==> src/rtl/det_pkg.sv <==
// Shared definitions for the ones-count detector scheduler.
// Holds the FSM state encoding, default sizing and the width helper.
package det_pkg;

    typedef enum logic [1:0] {
        IDLE  = 2'd0,
        RUN   = 2'd1,
        STALL = 2'd2
    } state_t;

    localparam int DEF_N_CH      = 4;
    localparam int DEF_MATCH_LEN = 5;

    // Bits needed to encode 0..value-1, never less than one.
    function automatic int width_of(input int value);
        return (value <= 2) ? 1 : $clog2(value);
    endfunction

endpackage

==> src/rtl/det_rr_arb.sv <==
// Round-robin arbiter: the search starts at the pointer and wraps upward.
// The grant is combinational; the pointer moves past the winner on each grant.
module det_rr_arb
    import det_pkg::*;
#(
    parameter  int N_CH = DEF_N_CH,
    localparam int CH_W = width_of(N_CH)
) (
    input  logic            clk,
    input  logic            rst,
    input  logic [N_CH-1:0] req,
    input  logic            enable,
    output logic [N_CH-1:0] grant,
    output logic [CH_W-1:0] grant_idx
);

    logic [CH_W-1:0] ptr;
    logic            found;
    logic [CH_W-1:0] idx;

    // First requester at or above the pointer (with wrap) wins.
    always_comb begin
        grant     = '0;
        grant_idx = '0;
        found     = 1'b0;
        idx       = '0;
        for (int i = 0; i < N_CH; i++) begin
            int j;
            j = int'(ptr) + i;
            if (j >= N_CH) j = j - N_CH;
            idx = CH_W'(j);
            if (enable && !found && req[idx]) begin
                found      = 1'b1;
                grant[idx] = 1'b1;
                grant_idx  = idx;
            end
        end
    end

    // Pointer advances to the channel after the winner; holds when idle.
    always_ff @(posedge clk or posedge rst) begin
        if (rst) begin
            ptr <= '0;
        end else if (found) begin
            ptr <= (grant_idx == CH_W'(N_CH - 1)) ? '0 : grant_idx + 1'b1;
        end
    end

endmodule

==> src/rtl/det_sched.sv <==
// Shared ones-count detector time-multiplexed over N_CH serial channels.
// Each channel keeps its own count; hits go out through a one-entry
// valid/ready buffer tagged with the channel number.
// Build option DET_SCHED_ZERO_CLR_EN: an accepted 0 clears the channel count
// (consecutive-ones mode); when undefined a 0 leaves the count untouched.
//
// Handshakes: a bit moves when in_valid[k] & in_ready[k]; a hit moves when
// hit_valid & hit_ready. hit_valid/hit_ch are held until that transfer, and
// grants are withheld while the buffer is full and not being drained, so a
// hit can never be overwritten.
module det_sched
    import det_pkg::*;
#(
    parameter  int N_CH      = DEF_N_CH,
    parameter  int MATCH_LEN = DEF_MATCH_LEN,
    localparam int CH_W      = width_of(N_CH),
    localparam int CNT_W     = width_of(MATCH_LEN)
) (
    input  logic            clk,
    input  logic            rst,
    input  logic            en,
    input  logic [N_CH-1:0] in_valid,
    input  logic [N_CH-1:0] in_data,
    output logic [N_CH-1:0] in_ready,
    input  logic [N_CH-1:0] ch_clr,
    output logic            hit_valid,
    output logic [CH_W-1:0] hit_ch,
    input  logic            hit_ready
);

    localparam logic [CNT_W-1:0] LAST = CNT_W'(MATCH_LEN - 1);

    state_t          state;
    logic [CNT_W-1:0] cnt [N_CH];
    logic            grant_en;
    logic [N_CH-1:0] grant;
    logic [CH_W-1:0] grant_idx;
    logic            accept;
    logic            hit_load;

    // Grants only in RUN, with en high, and never into a blocked buffer.
    assign grant_en = (state == RUN) && en && !(hit_valid && !hit_ready);

    det_rr_arb #(.N_CH(N_CH)) u_arb (
        .clk       (clk),
        .rst       (rst),
        .req       (in_valid),
        .enable    (grant_en),
        .grant     (grant),
        .grant_idx (grant_idx)
    );

    assign in_ready = grant;
    assign accept   = |grant;
    // A clear on the granted channel swallows the bit, so it cannot hit.
    assign hit_load = accept && in_data[grant_idx] && (cnt[grant_idx] == LAST)
                      && !ch_clr[grant_idx];

    // Per-channel count contexts: clear wins over an accepted bit.
    always_ff @(posedge clk or posedge rst) begin
        if (rst) begin
            for (int k = 0; k < N_CH; k++) cnt[k] <= '0;
        end else begin
            for (int k = 0; k < N_CH; k++) begin
                if (ch_clr[k]) begin
                    cnt[k] <= '0;
                end else if (grant[k]) begin
                    if (in_data[k]) begin
                        cnt[k] <= (cnt[k] == LAST) ? '0 : cnt[k] + 1'b1;
                    end else begin
`ifdef DET_SCHED_ZERO_CLR_EN
                        cnt[k] <= '0;
`else
                        cnt[k] <= cnt[k];
`endif
                    end
                end
            end
        end
    end

    // One-entry hit buffer: a new hit overrides a same-cycle drain.
    always_ff @(posedge clk or posedge rst) begin
        if (rst) begin
            hit_valid <= 1'b0;
            hit_ch    <= '0;
        end else if (hit_load) begin
            hit_valid <= 1'b1;
            hit_ch    <= grant_idx;
        end else if (hit_ready) begin
            hit_valid <= 1'b0;
        end
    end

    // Control FSM: IDLE until enabled, STALL while the consumer holds off.
    always_ff @(posedge clk or posedge rst) begin
        if (rst) begin
            state <= IDLE;
        end else begin
            case (state)
                IDLE:    if (en) state <= RUN;
                RUN: begin
                    if (!en)                          state <= IDLE;
                    else if (hit_valid && !hit_ready) state <= STALL;
                end
                STALL: begin
                    if (!en)            state <= IDLE;
                    else if (hit_ready) state <= RUN;
                end
                default: state <= IDLE;
            endcase
        end
    end

endmodule
==> config.mk <==
export PLATFORM = sky130hd
export DESIGN_NAME = det_sched
export DESIGN_NICKNAME = d
export VERILOG_FILES = /design/src/rtl/det_pkg.sv /design/src/rtl/det_rr_arb.sv /design/src/rtl/det_sched.sv
export SDC_FILE = /design/constraint.sdc
export NUM_CORES = 1
export LEC_CHECK = 0
export ABC_AREA = 1
export CORE_ASPECT_RATIO = 2
export CORE_MARGIN = 2
export CORE_UTILIZATION = 60
export CTS_BUF_LIST = sky130_fd_sc_hd__clkbuf_16
export CTS_CLUSTER_DIAMETER = 120
export CTS_CLUSTER_SIZE = 20
export DETAILED_ROUTE_END_ITERATION = 16
export MAX_ROUTING_LAYER = met4
export PLACE_DENSITY = 0.85
export REMOVE_ABC_BUFFERS = 1
export SLEW_MARGIN = 0
export SYNTH_ARGS = -nofsm -noshare
export SYNTH_HDL_FRONTEND = slang
export SYNTH_SLANG_ARGS = --single-unit
export TNS_END_PERCENT = 10
==> constraint.sdc <==
create_clock -name clk -period 3.1 [get_ports clk]
set_input_delay 0.62 -clock clk [delete_from_list [all_inputs] [get_ports clk]]
set_output_delay 0.62 -clock clk [all_outputs]
set_load 0.03 [all_outputs]
## After elaboration in Yosys (flattened, before gate mapping)

Index checks and enable logic that the tools add are counted.

| storage, ports and cells | value |
|---|---|
| word-level logic and storage cells | 152 |
| bits of input ports | 16 |
| bits in registers | 19 |
| output and inout port bits | 7 |

| cells by class | value |
|---|---|
| $add $sub $neg | 12 |
| order comparisons | 14 |
| reductions and logical operators | 39 |
| mux-type cells | 64 |
| eq/ne operators | 11 |
| bitwise gates (word level) | 4 |

Operators by type and width:

| cell | count |
|---|---|
| $mux 3 | 18 |
| $mux 2 | 14 |
| $reduce_bool 2->1 | 9 |
| $logic_and 1x1->1 | 17 |
| $mux 1 | 16 |
| $mux 4 | 4 |
| $eq 3x3->1 const B | 5 |
| $lt 2x3->1 const B | 5 |
| $add 3x1->3 const B | 4 |
| $bmux 1 s2 | 6 |
| $ge 3x3->1 const B | 4 |
| $or 4x4->4 | 3 |
| $demux 1 s2 | 4 |
| $ge 2x1->1 const B | 4 |
| $reduce_and 2->1 | 4 |
| $sub 2x1->2 const B | 4 |
| $add 2x2->3 const B | 2 |
| $bmux 3 s2 | 1 |
| $logic_not 1->1 | 6 |
| $pmux 2 s3 | 1 |
| $eq 2x2->1 const B | 2 |
| $reduce_or 4->1 | 1 |
| $add 2x1->3 const B | 1 |
| $ge 2x3->1 const B | 1 |
| other kinds (8) | 8 |

## Depth between registers and ports, before layout

Gate-level depths: netlist (run 1).

| logic depth | value |
|---|---|
| word-level depth | 26 |
| gate-level depth with buffers | 15 |
| depth with buffers taken out | 15 |

## Hierarchy

Synthesis (run 1) repeated with hierarchy kept, for this count alone.

| second synthesis, totals | value |
|---|---|
| cells, all modules | 219 |
| area total of the unflattened synthesis | 1545.2 µm² |

By module, submodules not included:

| module | cells each | times used | area each (µm²) | seq. area each (µm²) |
|---|---|---|---|---|
| det_sched | 130 | 1 | 1001.0 | 425.4 |
| det_rr_arb | 89 | 1 | 544.3 | 50.0 |

## Worst setup path after synthesis (run 1)

OpenSTA, ideal clock, no wires.

| path | value |
|---|---|
| path type | reg-to-output |
| start | reg u_arb.ptr[1] |
| end | out in_ready[2] |
| stages on the path, launching flop included | 11 |
| path slack | 0.735 ns |
| arrival | 1.745 ns |
| data required time | 2.480 ns |
| buffers on the path | 0 |
| cells stage by stage | dfrtp_1 -> inv_1 -> ha_1 -> inv_1 -> nand2_2 -> nand2_4 -> nand3_4 -> clkinv_4 -> nor2_8 -> nand3_1 -> nand2_2 |

| on the way | value |
|---|---|
| word-level cells in the longest chain between the ends | 18 |
| elaborated cells between the ends (all ways) | 63 |
| classes of those cells | add/sub (7); order compare (12); mux (27); bitwise (3); reduce/logical (14) |

Ends and longest elaborated chain:

| what | RTL line | RTL |
|---|---|---|
| start, declared | det_rr_arb.sv:17 | `logic [CH_W-1:0] ptr;` |
| start signal, assigned | det_rr_arb.sv:45 | `ptr <= (grant_idx == CH_W'(N_CH - 1)) ? '0 : grant_idx + 1'b1;` |
| parallel branches: the longest is 17 deep, another holds $add 2x1->3 | n/a |  |
| $mux 4 (*) | det_rr_arb.sv:32 | `if (enable && !found && req[idx]) begin` |
| end, declared | det_sched.sv:24 | `output logic [N_CH-1:0] in_ready,` |

Mark *: on every way between the ends. The select of a mux whose other input is x is not followed.

## Final worst setup path (run 1)

| path | value |
|---|---|
| start | in en |
| end | out in_ready[3] |

| on the way | value |
|---|---|
| word-level cells in the longest chain between the ends | 16 |
| elaborated cells between the ends (all ways) | 22 |
| classes of those cells | mux (7); bitwise (3); reduce/logical (12) |

Ends and longest elaborated chain:

| what | RTL line | RTL |
|---|---|---|
| start, declared | det_sched.sv:21 | `input logic en,` |
| $logic_and 1x1->1 (*) (2 in a row) | det_sched.sv:42 | `assign grant_en = (state == RUN) && en && !(hit_valid && !hit_ready);` |
| $logic_and 1x1->1 | det_rr_arb.sv:32 |  |
| $mux 1 | det_rr_arb.sv:32 |  |
| $logic_not 1->1 | det_rr_arb.sv:32 |  |
| $logic_and 1x1->1 (2 in a row) | det_rr_arb.sv:32 |  |
| $mux 1 | det_rr_arb.sv:32 |  |
| $logic_not 1->1 | det_rr_arb.sv:32 |  |
| $logic_and 1x1->1 (2 in a row) | det_rr_arb.sv:32 |  |
| $mux 1 | det_rr_arb.sv:32 |  |
| $logic_not 1->1 | det_rr_arb.sv:32 |  |
| $logic_and 1x1->1 (2 in a row) | det_rr_arb.sv:32 |  |
| $mux 4 (*) | det_rr_arb.sv:32 |  |

Mark *: on every way between the ends. The rest lies on a longest branch, timed or not.

==> results.tsv, run 1 <==
stage	metric	value	unit
run_status	status	finished, final reports clean	
placement	io_buffers	22	
drt	drc	0	
timing	setup_viol	0	
final_layout	final_nets	283	
drt	via_per_inst	5.69	
grt	grt_first_pass_wirelength	7270	um
drt	num_vias	1610	
worst_hold_path	hold_path_class	register to register	
final_layout	drive_gt1_share	23.2	%
placement	dp_hpwl	3280	um
worst_hold_path	min_to	hit_ch[0]$_DFFE_PP0P_	
clock_tree	holdBufCountCts	0	
grt	grt_max_degree	20	
critical_path	reg2regPathDepth	12	
floorplan	die_h	80.0	um
floorplan	start_util	63.4	%
run	maxCapViolations	0	
timing	post-route-period-util	95.0	%
final_layout	syn2layout_area_growth	20.1	%
critical_path	cp-end-kind	output port	
clock_tree	cts.path.max_buffers	2	
drt	initialDrtViolationCount	43	
critical_path	cp_cell_sequence	clkdlybuf4s50_1 > nand3_2 > nor2_8 > nand3_2 > inv_1 > nand3_2 > nor2_1 > nor2_4 > nand2_4 > buf_4	
clock_tree	cts_tree	yes	
critical_path	cp_slowest_cell	clkdlybuf4s50_1	
placement	place_ws	185	ps
synth	syn_avg_cell_area	7.71	um2
final_layout	antennaDiodeCount	0	
critical_path	cp.required	2480	ps
critical_path	cp_common_cell	nand3_2	
critical_path	worst-setup-path-type	input pin to output port	
timing	finClkSkew	1.10	ps
floorplan	rows	27	
clock_tree	cts_root_buf	clkbuf_16	
synth	syn_inst	225	
grt	track_usage	29.5	%
power_and_ir_drop	leakage	0.995	nW
synth	ys_ff_latch	19	
critical_path	critPathLaunchType	input pin	
timing	period_needed	2940	ps
floorplan	core_area	0.00274	mm2
synth	seq_area_frac_synth	27.4	%
synth	ys_types	25	
grt	first_global_vias	1689	
timing	rsz0062_at_grt	no	
synth	async_flop_share	100	%
clock_tree	htreeDepth	1	
critical_path	slowest_delay	490	ps
clock_tree	clkTransAtPathRegs	50	ps
timing	timing.final.ws_setup	155	ps
synth	syn_area	0.00173	mm2
drt	wl_per_cell	14.8	um
floorplan	die_w	42.0	um
critical_path	path_max_fanout	9	
timing	finalHoldViolCount	0	
clock_tree	cts_inserted_buffers	3	
synth	yosys_warnings	0	
timing	worst_pin_slew	730	ps
floorplan	io_pins	23	
synth	yosys_most_used_dff	dfrtp_1	
clock_tree	clk_latency	250	ps
timing	drv_slew	0	
clock_tree	cts_sinks	19	
drt	postRouteAntennaNets	0	
synth	synth_edf_count	0	
critical_path	critPathArrivalTime	2320	ps
critical_path	reg2reg_slack	800	ps
worst_hold_path	min_from	hit_ch[0]$_DFFE_PP0P_	
timing	fmax	340	MHz
clock_tree	cts_setup_buffers	0	
grt	grt.overflow.total	0	
drt	drt-pass1-iter-count	4	
grt	grt_antenna_before_repair	0	
drt	drt-total-wl	4190	um
placement	place.gp.congestion	0.890	
timing	max_slew_margin	51.3	%
clock_tree	cts.repair.resized	0	
power_and_ir_drop	irDropWorstVdd	0.000473	V
power_and_ir_drop	powerDensity	837	mW/mm2
critical_path	r2r_end	hit_ch[1]$_DFFE_PP0P_	
critical_path	timing.rr.start	u_arb.ptr[0]$_DFFE_PP0P_	
worst_hold_path	min_path_cells	2	
floorplan	dieArea	0.00336	mm2
timing	fin_tns_setup	0	ps
## worst max-delay path: cells and delay by family
kind | cells | cell delay [ps]
simple gates | 7 | 920
buf+inv | 3 | 780
## synthesized netlist by cell type, types with 2 or more instances
| cell type | instances | area [um2] |
|---|---|---|
| nand2_4 | 5 | 56.3 |
| nor2_1 | 12 | 45.0 |
| nand3_1 | 25 | 125 |
| xor2_1 | 3 | 26.3 |
| nand3_4 | 4 | 70.1 |
| nor2_8 | 2 | 40.0 |
| ha_1 | 12 | 150 |
| a211oi_1 | 2 | 15.0 |
| inv_1 | 31 | 116 |
| nand2_1 | 37 | 139 |
| o21ai_1 | 8 | 40.0 |
| nand2_2 | 17 | 106 |
| nor4_1 | 2 | 12.5 |
| dfrtp_1 | 19 | 475 |
| nor2_4 | 2 | 22.5 |
| nand4_1 | 7 | 43.8 |
| o21ai_0 | 6 | 30.0 |
| inv_2 | 3 | 11.3 |
| a21oi_1 | 7 | 35.0 |
| nor3_1 | 5 | 25.0 |
| nand3_2 | 9 | 90.1 |
| nor2_2 | 4 | 25.0 |
## final cells by class
cell class,instances,area (um2)
Timing Repair Buffer,25,233
Tap cell,29,36.3
Clock inverter,1,3.75
Multi-Input combinational cell,171,1120
Inverter,35,136
Sequential cell,19,475
Clock buffer,3,75.1
Fill cell,210,654
## power by group
group          internal [mW]  total (mW)  switching [mW]  leakage [nW]
Clock                  0.172       0.266          0.0942        0.0423
Sequential             0.310       0.351          0.0401         0.252
Combinational          0.374        1.13           0.753         0.700
## cell usage in the layout, fill, tap and decap left out, drive strengths merged
cell type,synthesis,layout
nand2,59,59
xor2,3,3
clkbuf,0,3
o21ai,14,14
nor2,20,20
inv,34,35
nor4,2,2
a211oi,3,3
buf,0,7
nand3,38,38
a21oi,7,7
nand4,8,8
ha,12,12
clkinv,1,1
nor3,5,5
clkdlybuf4s50,0,18
dfrtp,19,19
## metal layers
layer / routed length, um / GRT usage (%) / vias up
met5: 0 / - / -
met4: 210 / 21.9 / 0
met3: 114 / 4.07 / 19
met2: 2390 / 52.7 / 43
met1: 1470 / 27.9 / 742
li1: - / - / 806
## per-stage QoR
| step | power [mW] | cell area (um2) | utilization, % | cells | hold WS [ps] |
|---|---|---|---|---|---|
| floorplan | 1.16 | 1730 | - | 225 | 522 |
| global placement | 1.43 | 2000 | 73.2 | 279 | 469 |
| detailed placement | 1.46 | 2000 | 73.2 | 279 | 478 |
| CTS | 1.74 | 2080 | 76.1 | 283 | 495 |
| global route | 1.88 | 2080 | 76.1 | 283 | 530 |
| finish | 1.74 | 2080 | 76.1 | 283 | 505 |
## registers in the layout, indices dropped and copies added, names as in the netlist
signal	count
cnt	12
hit_ch	2
state	2
u_arb.ptr	2
hit_valid	1
## worst max-delay path by stage
stage / start / end / slack (ps) / cells after the start
after detailed placement: en / in_ready[3] / 190 / 10
after CTS: en / in_ready[3] / 160 / 10
final: en / in_ready[3] / 160 / 10
after floorplan: u_arb.ptr[1]$_DFFE_PP0P_ / in_ready[2] / 730 / 10
after global placement: hit_ready / in_ready[0] / 230 / 9
after global routing: hit_ready / in_ready[3] / 40 / 10
## kinds of logic after synthesis
| family | count (synthesis) | synth area share, % |
|---|---|---|
| adders and majority gates | 12 | 8.66 |
| buffers and inverters | 35 | 7.86 |
| and+or+nand+nor | 132 | 46.9 |
| xor gates and xnor gates | 3 | 1.52 |
| DFF | 19 | 27.4 |
| AOI/OAI and AO/OA | 24 | 7.65 |
Note: power is estimated with default switching activity, not from simulation.
==> run 2, diff against run 1 <==
CAP_MARGIN = 20   (was not set)
CORE_UTILIZATION = 57   (was 60)
DONT_BUFFER_PORTS = 1   (was not set)
PLACE_DENSITY = 0.74   (was 0.85)
clock period = 2.5 ns   (was 3.1 ns; I/O delays follow)
==> run 2 against run 1 <==
Effect of this change: die area is 4.9% higher; flip-flop and latch count is the same; core utilization down 11 points; sequential share of layout area rose by 2.0 points; final cell count down 6.4%; register-to-register slack got worse by 410 ps; worst hold slack got worse by 250 ps; global-route usage down 4.6 points; count of clock-buffer cells in the layout is the same; total power rose by 21%; sequential power is 34% higher; largest power group unchanged.
==> results.tsv, run 2 (synthesis gave the netlist of run 1 again) <==
stage	metric	value	unit	change
critical_path	critPathLaunchType	register		
critical_path	r2r_end	hit_ch[0]$_DFFE_PP0P_		
critical_path	reg2regPathDepth	15		+3
timing	setup_viol	0		unchanged
run	maxCapViolations	0		unchanged
critical_path	worst-setup-path-type	register to output port		
critical_path	path_max_fanout	9		unchanged
clock_tree	cts_inserted_buffers	3		unchanged
timing	drv_slew	0		unchanged
clock_tree	htreeDepth	1		unchanged
drt	initialDrtViolationCount	32		-26%
critical_path	slowest_delay	430	ps	-60 ps
placement	place.gp.congestion	0.920		+3.3%
critical_path	cp_num_cells	10		unchanged
floorplan	die_w	43	um	+2.3%
clock_tree	holdBufCountCts	0		unchanged
power_and_ir_drop	irDropWorstVdd	0.000608	V	+29%
final_layout	antennaDiodeCount	0		unchanged
final_layout	drive_gt1_share	26.4	%	+3.2 points
clock_tree	clk_latency	260	ps	about the same
timing	post-route-period-util	95.1	%	
power_and_ir_drop	leakage	0.922	nW	-7.4%
timing	finalHoldViolCount	0		unchanged
power_and_ir_drop	p_switching	1.06	mW	+20%
final_layout	final_nets	264		-6.7%
power_and_ir_drop	p_int	1.04	mW	+21%
critical_path	cp_top_family	simple AND/OR/NAND/NOR gates		
placement	io_buffers	0		-100%
power_and_ir_drop	sw_frac_of_total	50.6	%	-0.27 points
timing	timing.final.ws_setup	121	ps	-33.7 ps
timing	finClkSkew	3.94	ps	+2.84 ps
final_layout	final_cell_mix	37 x nand2_1, 32 x inv_1, 24 x nand3_1		
final_layout	largest_register	cnt		
drt	drt-pass1-iter-count	4		unchanged
critical_path	critPathArrivalTime	1880	ps	-440 ps
worst_hold_path	hold_path_class	input pin to async pin		
drt	wl_per_cell	14.5	um	-2.3%
floorplan	io_pins	23		unchanged
grt	grt_max_degree	20		unchanged
final_layout	final_common_cell	nand2_1		
drt	via_per_inst	5.74		+0.96%
timing	fmax	420	MHz	
clock_tree	cts.path.max_buffers	2		unchanged
critical_path	cp-end-kind	output port		
power_and_ir_drop	power_frac_clock	15.7	%	+0.4 points
critical_path	cp_slowest_cell	dfrtp_2		
final_layout	largest_reg_flops	12		unchanged
grt	first_global_vias	1559		-7.7%
timing	fin_tns_setup	0	ps	unchanged
grt	grt_antenna_before_repair	0		unchanged
drt	postRouteAntennaNets	0		unchanged
placement	place_ws	193	ps	+8.16 ps
timing	period_needed	2380	ps	
critical_path	path_buf_inv	3		unchanged
critical_path	crit_path_end	in_ready[3]		
timing	worst_pin_slew	743	ps	+12.9 ps
critical_path	cp.required	2000	ps	-480 ps
floorplan	die_h	82.0	um	+2.5%
clock_tree	clkTransAtPathRegs	50	ps	about the same
timing	rsz0062_at_grt	no		
critical_path	crit_path_start	u_arb.ptr[0]$_DFFE_PP0P_		
drt	drc	0		unchanged
floorplan	core_area	0.00294	mm2	+7.5%
clock_tree	cts_root_buf	clkbuf_16		
power_and_ir_drop	pwr-share-comb	61.9	%	-2.7 points
drt	num_vias	1522		-5.5%
power_and_ir_drop	powerDensity	1090	mW/mm2	+31%
placement	dp_hpwl	3060	um	-6.7%
drt	drt-total-wl	3840	um	-8.5%
final_layout	syn2layout_area_growth	10.8	%	
critical_path	cp_cell_sequence	inv_2 > buf_4 > nand2_2 > nand3_1 > nand3_2 > inv_1 > nand3_2 > nor2_1 > nor2_4 > nand2_4		
run_status	status	finished, final reports clean		
critical_path	cp_common_cell	nand3_2		
critical_path	timing.rr.start	u_arb.ptr[0]$_DFFE_PP0P_		
critical_path	reg2reg_slack	390	ps	-410 ps
grt	grt_first_pass_wirelength	6400	um	-12%
clock_tree	cts_tree	yes		
timing	max_slew_margin	50.4	%	-0.86 points
floorplan	dieArea	0.00353	mm2	+4.9%
floorplan	start_util	58.9	%	-4.4 points
grt	grt.overflow.total	0		unchanged
floorplan	rows	28		+3.7%
clock_tree	cts_sinks	19		unchanged
power_and_ir_drop	pwr-share-seq	22.3	%	+2.2 points
grt	track_usage	24.9	%	-4.6 points
run 2: metal layers:
layer | GRT usage [%] | part of all wire (%) | vias up
met3 | 4.18 | 3.4 | 19
met4 | 17.6 | 5.2 | 0
met5 | - | 0 | -
met2 | 44.5 | 56 | 33
met1 | 23.4 | 36 | 707
li1 | - | - | 763
run 2: final cells by class:
| class | instances | area [um2] |
|---|---|---|
| multi-input combinational | 171 | 1150 |
| fill | 275 | 1020 |
| sequential | 19 | 477 |
| inverter | 35 | 136 |
| clock buffer | 3 | 75.1 |
| timing repair buffer | 6 | 45.0 |
| tap | 30 | 37.5 |
| clock inverter | 1 | 3.75 |
run 2: worst min-delay path by stage:
stage                           from                    end  slack (ps)
6_report                         rst     cnt[5]$_DFFE_PP0P_         260
5_1_grt                    ch_clr[3]     cnt[2]$_DFFE_PP0P_         290
4_1_cts                          rst     cnt[5]$_DFFE_PP0P_         300
3_5_place_dp   hit_valid$_DFFE_PP0P_  hit_valid$_DFFE_PP0P_         530
3_3_place_gp   hit_valid$_DFFE_PP0P_  hit_valid$_DFFE_PP0P_         530
2_1_floorplan                    rst     cnt[0]$_DFFE_PP0P_         450
run 2: what timing repair did:
item | CTS | global route
gates resized for setup | 2 | 4
pin swaps | 0 | 1
hold endpoints to repair | 0 | 0
buffers inserted | 0 | 2
setup endpoints to repair | 4 | 4
run 2: worst reg2reg max path, cell delays in order (launching register included):
cell and delay [ps]:
dfrtp_2 430, inv_2 90, buf_4 180, nand2_2 100
nand3_4 100, nand2_4 80, nand3_4 130, clkinv_4 90
nor2_8 120, nand3_2 90, nand2_2 220, nor2_2 80
nand2_2 100, nand3_2 80, nand2_1 70, nand2_1 50
run 2: power groups by stage:
| stage | clock, mW | sequential [mW] | combinational, mW |
|---|---|---|---|
| floorplan | 0 | 0.493 | 0.950 |
| global placement | 0 | 0.480 | 1.20 |
| detailed placement | 0 | 0.483 | 1.22 |
| CTS | 0.337 | 0.480 | 1.23 |
| global route | 0.350 | 0.481 | 1.44 |
| finish | 0.331 | 0.470 | 1.30 |
run 2: per-stage QoR:
step	hold WS [ps]	instances	instance area [um2]	utilization [%]	total power [mW]
2_1_floorplan	451	225	1730	-	1.44
3_3_place_gp	534	259	1800	61.2	1.68
3_5_place_dp	535	259	1800	61.2	1.70
4_1_cts	298	263	1890	64.1	2.05
5_1_grt	293	265	1920	65.3	2.27
6_report	259	265	1920	65.3	2.10
